==> config.mk <==
export PLATFORM = sky130hd
export DESIGN_NAME = sgmii_rx_decode
export DESIGN_NICKNAME = d
export VERILOG_FILES = /design/src/rtl/sgmii_rx_decode.sv
export SDC_FILE = /design/constraint.sdc
export NUM_CORES = 1
export LEC_CHECK = 0
export BUFFER_PORTS_ARGS = -buffer_cell sky130_fd_sc_hd__buf_2
export CAP_MARGIN = 20
export CORE_ASPECT_RATIO = 0.9
export CORE_UTILIZATION = 30
export DETAILED_ROUTE_END_ITERATION = 6
export HOLD_SLACK_MARGIN = 0.1
export SLEW_MARGIN = 20
export SYNTH_ARGS = -nofsm -noshare
export SYNTH_HDL_FRONTEND = slang
export SYNTH_SLANG_ARGS = --single-unit
export TNS_END_PERCENT = 10
==> constraint.sdc <==
create_clock -name clk_125mhz -period 3.02 [get_ports clk_125mhz]
set_input_delay 0.151 -clock clk_125mhz [delete_from_list [all_inputs] [get_ports clk_125mhz]]
set_output_delay 0.151 -clock clk_125mhz [all_outputs]
set_load 0.1 [all_outputs]
==> src/rtl/sgmii_rx_decode.sv <==
// SGMII / 1000BASE-X receive ordered-set decoder.
// Tracks sync, extracts partner autoneg progress (start/ack/idle) from /C/ and
// /I/ ordered sets, and unwraps /S/../T/ framed packets onto GMII receive.
module sgmii_rx_decode #(
  parameter int unsigned MATCH_COUNT  = 3,
  parameter int unsigned IDLE_COUNT   = 3,
  parameter int unsigned SYNC_ERR_MAX = 4
) (
  input  logic        clk_125mhz,
  input  logic        rst,
  input  logic [7:0]  rx_byte,
  input  logic        rx_is_k,
  input  logic        rx_err,
  output logic        sync_ok,
  output logic        sgmii_autoneg_start,
  output logic        sgmii_autoneg_ack,
  output logic        sgmii_autoneg_idle,
  output logic [15:0] rx_cfg_reg,
  output logic [7:0]  gmii_rxd,
  output logic        gmii_rx_dv,
  output logic        gmii_rx_err
);

  typedef enum logic [2:0] {
    ST_SEEK,
    ST_K_SEEN,
    ST_CFG_LO,
    ST_CFG_HI,
    ST_PKT
  } state_t;

  state_t      state_q, state_d;
  logic [7:0]  cfg_lo_q, cfg_lo_d;
  logic [15:0] prev_cfg_q, prev_cfg_d;
  logic        set_err_q, set_err_d;
  logic [2:0]  err_cnt_q, err_cnt_d;
  logic [1:0]  vs_cnt_q, vs_cnt_d;
  logic [2:0]  match_cnt_q, match_cnt_d;
  logic [2:0]  idle_cnt_q, idle_cnt_d;
  logic        sync_q, sync_d;
  logic        start_q, start_d;
  logic        ack_q, ack_d;
  logic        idle_q, idle_d;
  logic [15:0] cfg_q, cfg_d;
  logic [7:0]  rxd_q, rxd_d;
  logic        dv_q, dv_d;
  logic        rxerr_q, rxerr_d;

  logic        bad, cfg_done, idl_done, set_ok, inc, lose;
  logic [15:0] word;

  assign word = {rx_byte, cfg_lo_q};

  // Parser FSM, sync tracking, autoneg evaluation and GMII output next state.
  always_comb begin
    state_d     = state_q;
    cfg_lo_d    = cfg_lo_q;
    prev_cfg_d  = prev_cfg_q;
    set_err_d   = set_err_q;
    err_cnt_d   = err_cnt_q;
    vs_cnt_d    = vs_cnt_q;
    match_cnt_d = match_cnt_q;
    idle_cnt_d  = idle_cnt_q;
    sync_d      = sync_q;
    start_d     = start_q;
    ack_d       = ack_q;
    idle_d      = idle_q;
    cfg_d       = cfg_q;
    rxd_d       = '0;
    dv_d        = 1'b0;
    rxerr_d     = 1'b0;
    bad         = 1'b0;
    cfg_done    = 1'b0;
    idl_done    = 1'b0;

    unique case (state_q)
      ST_SEEK: begin
        if (rx_is_k && rx_byte == 8'hBC) begin
          state_d   = ST_K_SEEN;
          set_err_d = rx_err;
        end else if (rx_is_k && rx_byte == 8'hFB && idle_q) begin
          state_d = ST_PKT;
          dv_d    = 1'b1;
          rxd_d   = 8'h55;
        end else if (!(rx_is_k && rx_byte == 8'hF7)) begin
          // /R/ after /T/ is silently skipped; everything else is a bad byte
          bad = 1'b1;
        end
      end
      ST_K_SEEN: begin
        state_d   = ST_SEEK;
        set_err_d = set_err_q | rx_err;
        if (!rx_is_k && (rx_byte == 8'hB5 || rx_byte == 8'h42)) begin
          state_d = ST_CFG_LO;
        end else if (!rx_is_k && (rx_byte == 8'hC5 || rx_byte == 8'h50)) begin
          idl_done = 1'b1;
        end else begin
          bad = 1'b1;
        end
      end
      ST_CFG_LO: begin
        cfg_lo_d  = rx_byte;
        set_err_d = set_err_q | rx_err;
        state_d   = ST_CFG_HI;
      end
      ST_CFG_HI: begin
        cfg_done = 1'b1;
        state_d  = ST_SEEK;
      end
      ST_PKT: begin
        if (!rx_is_k) begin
          dv_d    = 1'b1;
          rxd_d   = rx_byte;
          rxerr_d = rx_err;
        end else if (rx_byte == 8'hFE) begin
          dv_d    = 1'b1;
          rxerr_d = 1'b1;
          rxd_d   = 8'hFE;
        end else if (rx_byte == 8'hFD) begin
          state_d = ST_SEEK;
        end else begin
          dv_d    = 1'b1;
          rxerr_d = 1'b1;
          rxd_d   = rx_byte;
          state_d = ST_SEEK;
        end
      end
      default: state_d = ST_SEEK;
    endcase

    set_ok = (cfg_done || idl_done) && !set_err_q && !rx_err;
    inc    = rx_err || bad;

    if (inc) begin
      if (err_cnt_q != 3'b111) err_cnt_d = err_cnt_q + 3'd1;
      vs_cnt_d = '0;
    end else if (set_ok) begin
      err_cnt_d = '0;
      if (vs_cnt_q != 2'd3) vs_cnt_d = vs_cnt_q + 2'd1;
    end

    lose   = 32'(err_cnt_d) >= SYNC_ERR_MAX;
    sync_d = sync_q || (vs_cnt_d == 2'd3);

    if (cfg_done) begin
      idle_cnt_d = '0;
      idle_d     = 1'b0;
    end

    // Matches are counted while sync is being acquired so the set that
    // completes sync acquisition can also complete a config match.
    if (cfg_done && set_ok) begin
      prev_cfg_d = word;
      if (match_cnt_q != 3'd0 && word == prev_cfg_q) begin
        if (match_cnt_q < 3'(MATCH_COUNT)) match_cnt_d = match_cnt_q + 3'd1;
      end else begin
        match_cnt_d = 3'd1;
      end
      if (match_cnt_d == 3'(MATCH_COUNT) && sync_d) begin
        cfg_d   = word;
        start_d = 1'b1;
        ack_d   = word[14];
      end
    end

    if (idl_done && set_ok && ack_q) begin
      if (idle_cnt_q < 3'(IDLE_COUNT)) idle_cnt_d = idle_cnt_q + 3'd1;
      if (idle_cnt_d == 3'(IDLE_COUNT)) idle_d = 1'b1;
    end

    if (lose) begin
      sync_d      = 1'b0;
      start_d     = 1'b0;
      ack_d       = 1'b0;
      idle_d      = 1'b0;
      match_cnt_d = '0;
      idle_cnt_d  = '0;
      vs_cnt_d    = '0;
      dv_d        = 1'b0;
      rxerr_d     = 1'b0;
      rxd_d       = '0;
      if (state_d == ST_PKT) state_d = ST_SEEK;
    end
  end

  // State and output registers with synchronous reset.
  always_ff @(posedge clk_125mhz) begin
    if (rst) begin
      state_q     <= ST_SEEK;
      cfg_lo_q    <= '0;
      prev_cfg_q  <= '0;
      set_err_q   <= 1'b0;
      err_cnt_q   <= '0;
      vs_cnt_q    <= '0;
      match_cnt_q <= '0;
      idle_cnt_q  <= '0;
      sync_q      <= 1'b0;
      start_q     <= 1'b0;
      ack_q       <= 1'b0;
      idle_q      <= 1'b0;
      cfg_q       <= '0;
      rxd_q       <= '0;
      dv_q        <= 1'b0;
      rxerr_q     <= 1'b0;
    end else begin
      state_q     <= state_d;
      cfg_lo_q    <= cfg_lo_d;
      prev_cfg_q  <= prev_cfg_d;
      set_err_q   <= set_err_d;
      err_cnt_q   <= err_cnt_d;
      vs_cnt_q    <= vs_cnt_d;
      match_cnt_q <= match_cnt_d;
      idle_cnt_q  <= idle_cnt_d;
      sync_q      <= sync_d;
      start_q     <= start_d;
      ack_q       <= ack_d;
      idle_q      <= idle_d;
      cfg_q       <= cfg_d;
      rxd_q       <= rxd_d;
      dv_q        <= dv_d;
      rxerr_q     <= rxerr_d;
    end
  end

  assign sync_ok             = sync_q;
  assign sgmii_autoneg_start = start_q;
  assign sgmii_autoneg_ack   = ack_q;
  assign sgmii_autoneg_idle  = idle_q;
  assign rx_cfg_reg          = cfg_q;
  assign gmii_rxd            = rxd_q;
  assign gmii_rx_dv          = dv_q;
  assign gmii_rx_err         = rxerr_q;

endmodule
After elaboration in Yosys (flattened, before gate mapping):

Cells that the tools add are included.

* add/subtract/negate cells: 4
* $mul: 0
* div/mod/pow operators: 0
* $lt $le $gt $ge: 3
* eq/ne operators: 21
* shift-type cells: 0
* mux-type cells: 49
* bitwise operators: 2
* reductions and logical operators: 29

Operator list (count)
* 8-bit equality test (second input constant): 7
* 3-bit 2-to-1 mux: 16
* 8-bit 2-to-1 mux: 3
* 1-bit 2-to-1 mux: 19
* 16-bit equality test: 1
* 8-bit by 7-bit equality test with 1-bit output (second input constant): 2
* 8-bit case mux with 2 select lines: 1
* 7-bit 2-to-1 mux: 2
* 1-bit logical AND: 13
* 3-bit by 2-bit equality test with 1-bit output (second input constant): 4
* 3-bit case mux with 4 select lines: 1
* 3-bit by 1-bit adder with 3-bit output (second input constant): 3
* 2-bit 2-to-1 mux: 4
* 3-bit equality test (second input constant): 2
* 3-bit by 2-bit < comparator with 1-bit output (second input constant): 2
* 1-bit case mux with 2 select lines: 3
* 1-bit logical OR: 5
* 2-bit inequality test (second input constant): 2
* 2-bit AND reduction: 2
* 2-bit OR reduction: 2
* 3-bit by 1-bit equality test with 1-bit output (second input constant): 1
* 3-bit greater-or-equal comparator (second input constant): 1
* 1-bit logical NOT: 3
* 3-bit logical NOT: 1
* 8 further kinds: 8

* flip-flop bits (word level): 69
* latch bits: 0
* RAM bits: 0
* memory bits (read-only): 0
* bits of input ports: 12
* output and inout port bits: 30
* logic and storage cells: 124
* memories kept: 0

Longest topological paths before layout:

Gate-level depths: netlist of run 1.

* depth in word-level cells: 15
* depth in mapped cells: 9
* gate-level depth less buffers: 7

Least setup slack after synthesis of run 1:

OpenSTA, ideal clock, no wires.

* path kind: reg-to-reg
* start: register idle_q, in the netlist sgmii_autoneg_idle
* end: register sync_q, in the netlist sync_ok
* library setup time: 0.076 ns
* data arrival time: 2.176 ns
* required time: 2.944 ns
* path slack: 0.768 ns
* stages on the path, launching flop included: 7
* buffers on the path: 1
* period minus slack after synthesis: 2.252 ns
* cells stage by stage: dfxtp_1 -> nand3b_1 -> a2111o_1 -> a21oi_4 -> o211ai_1 -> buf_4 -> a22oi_2

* longest elaborated chain between the ends: 8
* elaborated cells between the ends (all ways): 11
* those cells by class: 1 x order compare; 1 x eq/ne; 5 x mux; 4 x reduce/logical

Ends and longest elaborated chain
* start: declaration: RTL line 43 `logic idle_q, idle_d;`
* start signal: assignment: RTL line 217 `idle_q <= idle_d;`
* 1-bit logical AND (*): RTL line 81 `end else if (rx_is_k && rx_byte == 8'hFB && idle_q) begin`
* 1-bit 2-to-1 mux (*): RTL line 81
* 1-bit 2-to-1 mux (*): RTL line 78 `if (rx_is_k && rx_byte == 8'hBC) begin`
* 1-bit case mux with 2 select lines (*): RTL line 76 `unique case (state_q)`
* 1-bit logical OR (*): RTL line 132 `inc = rx_err || bad;`
* 3-bit 2-to-1 mux or 2-bit 2-to-1 mux (tied branches): RTL line 134 `if (inc) begin`
* 3-bit greater-or-equal comparator or 2-bit equality test (tied branches): RTL line 142, 143
* 2-bit OR reduction (no source line) or 1-bit logical OR (tied branches)
* end signal: assignment: RTL line 214 `sync_q <= sync_d;`
* end: declaration: RTL line 40 `logic sync_q, sync_d;`

Mark *: on every way between the ends. The rest lies on a longest branch, timed or not.
A chain may end at the register's enable or synchronous reset.

Final worst setup path of run 1:

* start: register match_cnt_q[0]
* end: register ack_q, in the netlist sgmii_autoneg_ack

* longest elaborated chain between the ends: 7
* elaborated cells between the ends (all ways): 10
* those cells by class: 1 x add/sub; 1 x order compare; 1 x eq/ne; 3 x mux; 4 x reduce/logical

Ends and longest elaborated chain
* start: declaration: RTL line 38 `logic [2:0] match_cnt_q, match_cnt_d;`
* start signal: assignment: RTL line 212 `match_cnt_q <= match_cnt_d;`
* 3-bit by 1-bit adder with 3-bit output, or another cell as far along: RTL line 155 `if (match_cnt_q < 3'(MATCH_COUNT)) match_cnt_d = match_cnt_q + 3'd1;`
* 3-bit 2-to-1 mux or 1-bit logical AND (tied branches): RTL line 155, 154
* 3-bit 2-to-1 mux (*): RTL line 154 `if (match_cnt_q != 3'd0 && word == prev_cfg_q) begin`
* 3-bit 2-to-1 mux (*): RTL line 152 `if (cfg_done && set_ok) begin`
* 3-bit by 2-bit equality test with 1-bit output (*): RTL line 159 `if (match_cnt_d == 3'(MATCH_COUNT) && sync_d) begin`
* 1-bit logical AND (*): RTL line 159
* 2-bit AND reduction (no source line) (*)
* end signal: assignment: RTL line 216 `ack_q <= ack_d;`
* end: declaration: RTL line 42 `logic ack_q, ack_d;`

Mark *: on every way between the ends. The rest lies on a longest branch, timed or not. The select of a mux whose other input is x is not followed.

==> key figures, run 1 <==
Worst setup path
  – Crit path launch: match_cnt_q[0]
  – Crit path DAT: 2.94 ns
  – Reg-to-Reg Start: match_cnt_q[0]
  – CP max FO: 17
  – CP startpoint kind: flop
  – Critical path class: reg -> reg
  – Worst Path Required: 3.20 ns
  – Setup crit end kind: flop

Synth
  – Post-Synthesis Cells: 405
  – Sequential share of the synthesized area: 0.4078
  – Ys flop type: dfxtp_1
  – Synth warn: 0
  – Post-Syn Area per Cell: 8.363 sq um
  – Yosys reg bits: 69
  – Mapped cell area: 3387 sq um
  – Synthesized Nets: 421
  – Netlist cell types: 58
  – Async SR Flop Fraction: 0
  – Post-synth EDFFs: 0

Global routing
  – Vias in the first global route: 2,741
  – Grt ovf: 0
  – Gr usage total: 0.1559
  – Initial antenna violation count: 0
  – Largest net degree at the start of global routing: 30
  – First-pass GRT wire length: 14,050 um

Place
  – Placement Cell Area: 3665 sq um
  – Placed Cells: 572
  – IO buf count: 41
  – Post-DP HPWL: 5794 um
  – Gpl congestion: 0.8519

Floorplanning
  – Initial Util: 0.3107
  – Row cnt: 36
  – Core Area: 10,900 sq um
  – Die area: 11,720 sq um
  – Die Y: 102.8 um
  – Die span in x: 114 um
  – I/O pins: 42

Layout
  – # fillers: 1,143
  – Layout cell share with drive strength beyond 1: 0.1789
  – Final Non-Filler Cells: 588
  – Most frequent cells in the layout: dfxtp_1 (69), a21oi_1 (54), nand2_1 (48), buf_2 (41), nand3_1 (26)
  – # diodes: 0
  – P&R area growth vs syn: 17.25%
  – Count of nets after finishing: 447
  – Fin area: 3971 sq um
  – Commonest non-fill, non-tap cell in the layout: dfxtp_1

Drt
  – Drt pass-1 iters: 4
  – Initial drt markers: 246
  – Post-route ant nets: 0
  – Vias: 3,047
  – # DRC: 0
  – Avg Vias per Cell: 5.182
  – Per-cell routed wire length: 14.64 um
  – Total Wirelength: 8608 um

Clocking
  – CTS Buf Count: 9
  – Post-CTS Repair Setup Buffers: 0
  – Worst skew pair latency: 0.34 ns
  – TritonCTS clock tree: yes
  – Clk buf depth: 2
  – Clk slew on worst S/H paths: 0.06 ns
  – H-tree Lvls: 3
  – Clk sinks: 69
  – Root Buffer: clkbuf_16
  – Post-CTS Hold Fix Bufs: 0
  – # resized after CTS: 0

Timing
  – Final min period: 2.764 ns
  – Final Hold Viols: 0
  – RSZ-0062 raised after global routing: false
  – Setup violators final: 0
  – Worst slew margin: 0.3484
  – Setup TNS: 0 ns
  – Worst Skew: 0.006620 ns
  – Slew at the pin closest to its max-slew limit: 0.9768 ns
  – Period utilisation layout: 0.9153
  – Fmax: 361.8 MHz
  – Max-slew violation count: 0

Hold path
  – HP Start: rx_byte[7]
  – Hold Path Class: in -> reg

Outcome
  – Status: completed

Power
  – Flop pwr share: 0.439
  – Peak VDD IR: 0.2923 mV
  – Psw: 494.5 uW
  – Sw Ratio: 0.2368
  – Pint: 1.593 mW
  – Power, Total: 2.088 mW
  – Cell Pwr Density: 525.7 nW/um^2
  – Comb power frac: 0.045
  – P_leak: 1.479 nW
  – Clock power share: 0.516

Run
  – Max-cap viol count: 0
## power by group through the flow
stage / clock (mW) / combinational [mW] / sequential [mW]
2_1_floorplan: 0 / 0.0700 / 0.936
3_5_place_dp: 0 / 0.0925 / 0.936
4_1_cts: 1.10 / 0.0928 / 0.916
5_1_grt: 1.15 / 0.102 / 0.916
3_3_place_gp: 0 / 0.0907 / 0.936
6_report: 1.08 / 0.0936 / 0.916
## kinds of logic (layout without fill, tap and decap cells)
| group | count (synthesis) | count (layout) | synth area share |
|---|---|---|---|
| AND/OR/NAND/NOR | 147 | 147 | 0.2242 |
| AO/OA/AOI/OAI | 114 | 114 | 0.2180 |
| flip-flops | 69 | 69 | 0.4078 |
| buffers and inverters | 45 | 76 | 0.06354 |
| XOR/XNOR | 16 | 16 | 0.04137 |
| multiplexers | 10 | 10 | 0.03029 |
| adder cells (fa/ha/maj) | 4 | 4 | 0.01478 |
## worst max-delay path, stage by stage (launching register included)
cell and delay [ns]:
dfxtp_1 0.41, inv_1 0.10, ha_1 0.30, or3b_1 0.36
a221oi_1 0.37, nand4_1 0.59, o21ai_0 0.41, a22oi_2 0.07
## synth_stat cells, types with 7 or more instances
| library cell | instances | area share |
|---|---|---|
| dfxtp_1 | 69 | 0.41 |
| a21oi_1 | 54 | 0.080 |
| nand2_1 | 48 | 0.053 |
| nand3_1 | 26 | 0.038 |
| o21ai_0 | 22 | 0.033 |
| nor2_1 | 20 | 0.022 |
| clkbuf_1 | 16 | 0.018 |
| xor2_1 | 16 | 0.041 |
| inv_1 | 12 | 0.013 |
| buf_2 | 10 | 0.015 |
| mux2i_1 | 8 | 0.024 |
| nor4_1 | 8 | 0.015 |
| and3_1 | 7 | 0.013 |
| nor3_1 | 7 | 0.010 |
## worst paths after layout
check,endpoint,depth (start not counted),slack (ns)
worst max-delay path,sgmii_autoneg_ack,7,0.26
worst min-delay path,gmii_rxd[7],3,0.16
worst max register to register,sgmii_autoneg_ack,7,0.26
worst min register to register,prev_cfg_q[4],2,0.46
## through the flow
| step | worst slack [ns] | util | hold slack (ns) |
|---|---|---|---|
| final | 0.2559 | 0.3643 | 0.1618 |
| after global routing | 0.01009 | 0.3643 | 0.1804 |
| after CTS | 0.2282 | 0.3643 | 0.1603 |
| after detailed placement | 0.2417 | 0.3362 | 0.4588 |
| after global placement | 0.4569 | 0.3362 | 0.4531 |
| after floorplan | 0.7677 | - | 0.3297 |
## metal layers
metal  track usage  share of wire
met1        0.2048           0.49
met2        0.2466           0.45
met4       0.04695          0.011
met5             0              0
met3       0.04762          0.049
## cell type report
type | instances | area, sq um | share of cell area
timing repair buffer | 48 | 257.7 | 0.06490
inverter | 12 | 45.04 | 0.01134
clock inverter | 7 | 81.33 | 0.02048
multi-input combinational | 291 | 1790 | 0.4509
clock buffer | 9 | 225.2 | 0.05671
tap | 152 | 190.2 | 0.04789
sequential | 69 | 1381 | 0.3478
Power figures use the tool's default switching activity.
==> run 2, diff against run 1 <==
--- a/config.mk
+++ b/config.mk
@@ -6,8 +6,9 @@
 export NUM_CORES = 1
 export LEC_CHECK = 0
 export BUFFER_PORTS_ARGS = -buffer_cell sky130_fd_sc_hd__buf_2
-export CAP_MARGIN = 20
+export CAP_MARGIN = 40
 export CORE_ASPECT_RATIO = 0.9
+export CORE_MARGIN = 2
 export CORE_UTILIZATION = 30
 export DETAILED_ROUTE_END_ITERATION = 6
 export HOLD_SLACK_MARGIN = 0.1
==> run 2 against run 1 <==
Highest routed layer unchanged; final cell count rose by 0.17%; sequential power barely moved; flip-flop and latch count did not move; register-to-register slack improved by 0.32 ns; clock-buffer cell count rose by 1; worst hold slack improved by 0.014 ns; cell area rose by 0.63%; largest cell class unchanged; via count fell by 1.3%; sequential share of layout area fell by 0.22 points; non-clock buffer count rose by 1.
==> key figures, run 2 (synthesis results as in run 1) <==
Drt
  – Per-cell routed wire length: 14.57 um (-0.48%)
  – Avg Vias per Cell: 5.105 (-1.5%)
  – Initial drt markers: 216 (-12%)
  – # DRC: 0 (unchanged)
  – Drt pass-1 iters: 5 (+1)
  – Total Wirelength: 8581 um (-0.31%)
  – Vias: 3,007 (-1.3%)
  – Post-route ant nets: 0 (unchanged)

Global routing
  – Largest net degree at the start of global routing: 43 (+43%)
  – First-pass GRT wire length: 13,860 um (-1.4%)
  – Initial antenna violation count: 0 (unchanged)
  – Gr usage total: 0.1446 (-0.01127)
  – Vias in the first global route: 2,746 (+0.18%)
  – Grt ovf: 0 (unchanged)

Clocking
  – Post-CTS Hold Fix Bufs: 0 (unchanged)
  – Clk sinks: 69 (unchanged)
  – Worst skew pair latency: 0.33 ns (about the same)
  – Clk slew on worst S/H paths: 0.06 ns (about the same)
  – Post-CTS Repair Setup Buffers: 0 (unchanged)
  – Root Buffer: clkbuf_16
  – Clk buf depth: 2 (unchanged)
  – # resized after CTS: 0 (unchanged)
  – TritonCTS clock tree: yes
  – CTS Buf Count: 9 (unchanged)
  – H-tree Lvls: 3 (unchanged)

Worst setup path
  – CP peak stage delay: 0.41 ns (-0.18 ns)
  – Setup crit end kind: flop
  – CP max FO: 12 (-5)
  – Crit path DAT: 2.70 ns (-0.24 ns)
  – Crit-path cells: inv_1 -> ha_1 -> or3b_1 -> a221oi_1 -> and4_1 -> buf_4 -> nand3_1 -> a21oi_1
  – CP startpoint kind: flop
  – Crit path to: rx_cfg_reg[0]
  – Critical path depth in cells: 8 (+1)
  – Delay-heaviest family, CP: simple AND/OR/NAND/NOR gates
  – Worst Path Required: 3.28 ns (+0.08 ns)
  – Crit path launch: match_cnt_q[0]
  – Critical path class: reg -> reg
  – Worst Path Buf+Inv: 2 (+1)
  – Setup slack, reg-to-reg: 0.58 ns (+0.32 ns)
  – R2r worst-path depth: 8 (+1)
  – FF-to-FF End: rx_cfg_reg[0]
  – Critical Path Slowest Stage Cell: dfxtp_1
  – Reg-to-Reg Start: match_cnt_q[0]

Power
  – Comb power frac: 0.047 (+0.002)
  – Cell Pwr Density: 523.5 nW/um^2 (-0.41%)
  – Psw: 480.7 uW (-2.8%)
  – P_leak: 1.486 nW (+0.50%)
  – Flop pwr share: 0.438 (about the same)
  – Sw Ratio: 0.2298 (-0.007085)
  – Clock power share: 0.515 (about the same)
  – Pint: 1.611 mW (+1.1%)
  – Peak VDD IR: 0.2682 mV (-8.2%)

Place
  – Gpl congestion: 0.8159 (-4.2%)
  – Post-DP HPWL: 5813 um (+0.32%)
  – IO buf count: 41 (unchanged)
  – Pre-CTS setup slack: 0.5931 ns (+0.3513 ns)

Timing
  – Worst Skew: 0.006007 ns (-0.0006139 ns)
  – Final min period: 2.441 ns (-0.3230 ns)
  – Final Hold Viols: 0 (unchanged)
  – Slew at the pin closest to its max-slew limit: 0.7164 ns (-0.2604 ns)
  – Hold_ws: 0.1762 ns (+0.01444 ns)
  – Fmax: 409.6 MHz (+13%)
  – Worst slew margin: 0.5224 (+0.1740)
  – Period utilisation layout: 0.8083 (-0.1069)
  – RSZ-0062 raised after global routing: false
  – Setup violators final: 0 (unchanged)
  – Worst setup margin: 0.5789 ns (+0.3230 ns)
  – Max-slew violation count: 0 (unchanged)
  – Setup TNS: 0 ns (unchanged)

Layout
  – # fillers: 1,179 (+3.1%)
  – Commonest non-fill, non-tap cell in the layout: dfxtp_1
  – Layout cell share with drive strength beyond 1: 0.1808 (+0.001879)
  – # diodes: 0 (unchanged)
  – Register area: 1381 sq um (unchanged)
  – Count of nets after finishing: 448 (+0.22%)
  – P&R area growth vs syn: 17.99%
  – Most frequent cells in the layout: dfxtp_1 (69), a21oi_1 (54), nand2_1 (48), buf_2 (41), nand3_1 (26)
  – Multi-input gate area: 1790 sq um (unchanged)

Floorplanning
  – Row cnt: 36 (unchanged)
  – Die span in x: 116 um (+1.8%)
  – I/O pins: 42 (unchanged)
  – Die Y: 104.8 um (+1.9%)
  – Initial Util: 0.3107 (unchanged)
  – Core Area: 10,900 sq um (unchanged)
  – Die area: 12,160 sq um (+3.7%)

Outcome
  – Status: completed

Run
  – Max-cap viol count: 0 (unchanged)

Hold path
  – Hold Path Class: in -> reg
==> run 2: cell types whose count changed in the layout (fill, tap and decap cells not counted), sizes merged <==
cell,before,now
buf,48,49
inv,16,14
clkbuf,9,10
clkinvlp,0,1
==> run 2: worst reg2reg max path, stage by stage (launching register included) <==
cell	delay, ns
dfxtp_1	0.41
inv_1	0.09
ha_1	0.30
or3b_1	0.34
a221oi_1	0.34
and4_1	0.38
buf_4	0.23
nand3_1	0.11
a21oi_1	0.18
==> run 2: worst min path at each step <==
stage                           from           to  slack (ns)  cells past startpoint
final                     rx_byte[7]  gmii_rxd[7]        0.18                      3
after global routing      rx_byte[7]  gmii_rxd[7]        0.17                      3
after CTS                 rx_byte[7]  gmii_rxd[7]        0.16                      3
after detailed placement   set_err_q    set_err_q        0.46                      1
after global placement     set_err_q    set_err_q        0.45                      1
after floorplan               rx_err  gmii_rx_err        0.33                      2
==> run 2: layout make-up <==
cell class              instances  area share
clock buffers                  10     0.05980
well taps                     152     0.04759
inverters                      12     0.01127
multi-input cells             291      0.4480
flip-flops and latches         69      0.3456
repair buffers                 49     0.07044
clock inverters                 6     0.01722
==> run 2: stage by stage <==
| step | total power, mW | cell area [sq um] | cells | util |
|---|---|---|---|---|
| after global routing | 2.155 | 3996 | 589 | 0.3666 |
| after CTS | 2.116 | 3996 | 589 | 0.3666 |
| final | 2.092 | 3996 | 589 | 0.3666 |
| after floorplan | 1.006 | 3387 | 405 | - |
| after detailed placement | 1.033 | 3689 | 573 | 0.3384 |
| after global placement | 1.026 | 3657 | 571 | 0.3355 |
==> run 2: power by group through the flow <==
stage	Sequential [mW]	Combinational (mW)	Clock, mW
floorplan	0.936	0.0700	0
global placement	0.936	0.0900	0
detailed placement	0.936	0.0970	0
finish	0.916	0.0982	1.08
CTS	0.916	0.0976	1.10
global route	0.916	0.106	1.13
==> run 2: routing by layer <==
metal | GRT usage | share of wire | vias to the layer above
met2 | 0.2185 | 0.44 | 100
met1 | 0.2019 | 0.49 | 1392
met3 | 0.04408 | 0.054 | 8
li1 | - | - | 1507
met4 | 0.03316 | 0.0075 | 0
met5 | 0 | 0 | -
==> run 3, diff against run 2 <==
--- a/config.mk
+++ b/config.mk
@@ -5,6 +5,7 @@
 export SDC_FILE = /design/constraint.sdc
 export NUM_CORES = 1
 export LEC_CHECK = 0
+export ABC_AREA = 1
 export BUFFER_PORTS_ARGS = -buffer_cell sky130_fd_sc_hd__buf_2
 export CAP_MARGIN = 40
 export CORE_ASPECT_RATIO = 0.9
==> constraint.sdc (replaced) <==
create_clock -name clk_125mhz -period 2.2 [get_ports clk_125mhz]
set_input_delay 0.11 -clock clk_125mhz [delete_from_list [all_inputs] [get_ports clk_125mhz]]
set_output_delay 0.11 -clock clk_125mhz [all_outputs]
set_load 0.1 [all_outputs]
==> run 3 against run 2 <==
Sequential power rose by 38%; largest cell class unchanged; clock-buffer cell count rose by 1; die area fell by 7.6%; synthesized area fell by 7.8%; cell area fell by 1.2%.
==> key figures, run 3 <==
Outcome
  – Status: completed

Global routing
  – Gr usage total: 0.1410 (-0.003643)
  – Largest net degree at the start of global routing: 42 (-2.3%)
  – Grt ovf: 0 (unchanged)
  – Initial antenna violation count: 0 (unchanged)
  – Vias in the first global route: 2,759 (+0.47%)
  – First-pass GRT wire length: 12,750 um (-8.0%)

Power
  – P_leak: 1.706 nW (+15%)
  – Peak VDD IR: 0.2765 mV (+3.1%)
  – Power, Total: 2.876 mW (+37%)
  – Cell Pwr Density: 728.6 nW/um^2 (+39%)

Clocking
  – TritonCTS clock tree: yes
  – Clk sinks: 69 (unchanged)
  – Worst skew pair latency: 0.33 ns (about the same)
  – Root Buffer: clkbuf_16
  – Clk buf depth: 2 (unchanged)
  – Clk slew on worst S/H paths: 0.06 ns (about the same)
  – H-tree Lvls: 3 (unchanged)
  – CTS Buf Count: 9 (unchanged)

Synth
  – Synth Area in XOR/XNOR: 0.03928 (-0.002096)
  – Post-Synth Adder-Cell Area: 0.01603 (+0.001256)
  – Most frequent cells after synthesis: nand2_1 (82), dfxtp_1 (69), a21oi_1 (58)
  – Post-Syn Area per Cell: 7.226 sq um (-14%)
  – Post-Synthesis Cells: 432 (+6.7%)
  – Compound-Gate Fraction of Synth Area: 0.1575 (-0.06044)
  – Simple logic cell fraction of the synthesized area: 0.2565 (+0.03228)
  – Combinational family with the most area after synthesis: simple AND/OR/NAND/NOR gates
  – Ranking of synthesized cells by area: dfxtp_1 (44%), nand2_1 (9.9%), a21oi_1 (9.3%)
  – Async SR Flop Fraction: 0 (unchanged)
  – Largest area contributor in the netlist: dfxtp_1
  – Synth warn: 0 (unchanged)
  – Most numerous cell in the Yosys netlist: nand2_1
  – Sequential share of the synthesized area: 0.4425 (+0.03465)
  – Post-synth EDFFs: 0 (unchanged)
  – Mux cell area share after synthesis: 0.003206 (-0.02709)
  – Yosys reg bits: 69 (unchanged)
  – Mapped cell area: 3122 sq um (-7.8%)
  – Ys flop type: dfxtp_1
  – Netlist cell types: 31 (-47%)
  – Post-synth top area share: 0.4425 (+0.03465)
  – Synthesized Nets: 448 (+6.4%)

Worst setup path
  – CP peak stage delay: 0.36 ns (-0.05 ns)
  – R2r worst-path depth: 15 (+7)
  – Delay-heaviest family, CP: simple AND/OR/NAND/NOR gates
  – Crit-path cells: inv_2 -> ha_4 -> nand2_2 -> nand2_1 -> nor2_1 -> nand2_1 -> nor2_2 -> nand3_2 -> nor2_2 -> nand2_2 -> nor2_4 -> clkbuf_16 -> nand3_1 -> nand2_1 -> nor2_1
  – FF-to-FF End: rx_cfg_reg[5]
  – Setup slack, reg-to-reg: 0.17 ns (-0.41 ns)
  – Worst Path Buf+Inv: 2 (unchanged)
  – Critical path class: reg -> reg
  – Reg-to-Reg Start: match_cnt_q[0]
  – CP max FO: 7 (-5)
  – Worst Path Required: 2.43 ns (-0.85 ns)
  – Critical Path Slowest Stage Cell: dfxtp_4
  – Critical path depth in cells: 15 (+7)
  – CP startpoint kind: flop
  – Worst path most repeated cell: nand2_1
  – Crit path launch: match_cnt_q[0]
  – Crit path DAT: 2.25 ns (-0.45 ns)
  – Setup crit end kind: flop

Timing
  – Setup violators final: 0 (unchanged)
  – Hold_ws: 0.1414 ns (-0.03480 ns)
  – Final Hold Viols: 0 (unchanged)
  – Max-slew violation count: 0 (unchanged)
  – Fmax: 493.2 MHz (+20%)
  – Setup TNS: 0 ns (unchanged)
  – Period utilisation layout: 0.9216 (+0.1132)
  – Worst Skew: 0.004943 ns (-0.001064 ns)
  – Final min period: 2.027 ns (-0.4137 ns)
  – Slew at the pin closest to its max-slew limit: 0.4954 ns (-0.2211 ns)
  – Worst slew margin: 0.6720 (+0.1497)
  – Worst setup margin: 0.1726 ns (-0.4063 ns)

Layout
  – Count of nets after finishing: 500 (+12%)
  – Commonest non-fill, non-tap cell in the layout: nand2_1
  – P&R area growth vs syn: 26.45%
  – # diodes: 0 (unchanged)
  – Layout cell share with drive strength beyond 1: 0.2086 (+0.02781)
  – Final Non-Filler Cells: 618 (+4.9%)
  – Most frequent cells in the layout: nand2_1 (80), dfxtp_1 (66), a21oi_1 (58), nor2_1 (54), buf_2 (41)
  – # fillers: 1,042 (-12%)

Place
  – Placed Cells: 595 (+3.8%)
  – IO buf count: 41 (unchanged)
  – Gpl congestion: 0.8740 (+7.1%)
  – Pre-CTS setup slack: 0.1679 ns (-0.4251 ns)
  – Post-DP HPWL: 5468 um (-5.9%)

Drt
  – Initial drt markers: 103 (-52%)
  – Vias: 2,904 (-3.4%)
  – Avg Vias per Cell: 4.699 (-8.0%)
  – Per-cell routed wire length: 12.63 um (-13%)
  – Total Wirelength: 7806 um (-9.0%)
  – Post-route ant nets: 0 (unchanged)
  – # DRC: 0 (unchanged)
  – Drt pass-1 iters: 4 (-1)

Run
  – Max-cap viol count: 0 (unchanged)

Floorplanning
  – Row cnt: 35 (-2.8%)
  – Core Area: 10,200 sq um (-6.4%)
  – Die area: 11,240 sq um (-7.6%)
  – Die span in x: 111.5 um (-3.9%)
  – I/O pins: 42 (unchanged)
  – Initial Util: 0.3059 (-0.004774)
  – Die Y: 100.8 um (-3.8%)

Hold path
  – Hold EP: gmii_rxd[4]
  – Hold Path Class: in -> reg
  – Hold Path Stages: 3 (unchanged)
  – HP Start: rx_byte[4]
==> run 3: cell types whose count changed in the layout (fill, tap and decap cells not counted), sizes merged, moves of 8 or more <==
cell and change:
inv +35, nand2 +36, nor4 -10, xor2 -9, nor2 +41, o21ai +8
==> run 3: layer usage <==
| layer | global-route usage | routed length, um | up-vias |
|---|---|---|---|
| met5 | 0 | 0 | - |
| met4 | 0.04653 | 109 | 0 |
| met3 | 0.03848 | 305 | 11 |
| met2 | 0.2284 | 3465 | 54 |
| met1 | 0.1837 | 3925 | 1337 |
| li1 | - | - | 1502 |
==> run 3: how the worst max path moves through the flow <==
stage	to	slack [ns]
2_1_floorplan	rx_cfg_reg[1]	0.32
4_1_cts	rx_cfg_reg[1]	0.16
5_1_grt	rx_cfg_reg[15]	-0.0002
3_5_place_dp	rx_cfg_reg[1]	0.17
6_report	rx_cfg_reg[5]	0.17
3_3_place_gp	rx_cfg_reg[1]	0.25
==> run 3: final cells by class <==
cell class	count	area, sq um	share of cell area
clock buffer	11	252.7	0.06403
multi-input combinational	299	1518	0.3845
inverter	49	183.9	0.04659
sequential	69	1388	0.3515
tap	129	161.4	0.04089
clock inverter	5	58.81	0.01490
timing repair buffer	56	385.4	0.09762
==> run 3: per-stage QoR <==
| stage | instance area [sq um] | utilization |
|---|---|---|
| after global routing | 3948 | 0.3869 |
| after detailed placement | 3493 | 0.3424 |
| after global placement | 3493 | 0.3424 |
| after CTS | 3835 | 0.3758 |
| final | 3948 | 0.3869 |
| after floorplan | 3123 | - |
==> run 3: where the power goes <==
| part | internal (mW) | switching, mW | total [mW] |
|---|---|---|---|
| registers | 1.25 | 0.00320 | 1.26 |
| logic | 0.0369 | 0.0873 | 0.124 |
| clock network | 0.939 | 0.556 | 1.49 |
| total | 2.23 | 0.646 | 2.88 |
==> run 3: repair_timing <==
action / CTS / global route
hold buffers: 3 / 0
gates resized for setup: 0 / 15
endpoints found under the hold margin: 7 / 0
setup endpoints to repair: 0 / 17
buffers inserted: 0 / 2
==> run 3: cells by family (layout without fill, tap and decap cells) <==
group | Yosys count | after routing
AOI/OAI and AO/OA | 94 | 94
xor gates and xnor gates | 14 | 14
adders and majority gates | 4 | 4
buffers and inverters | 64 | 121
DFF | 69 | 69
muxes | 1 | 1
and+or+nand+nor | 186 | 186
==> run 3: worst min-delay path: stages <==
cell	delay [ns]
buf_2	0.15
a21oi_1	0.08
nor2_1	0.09
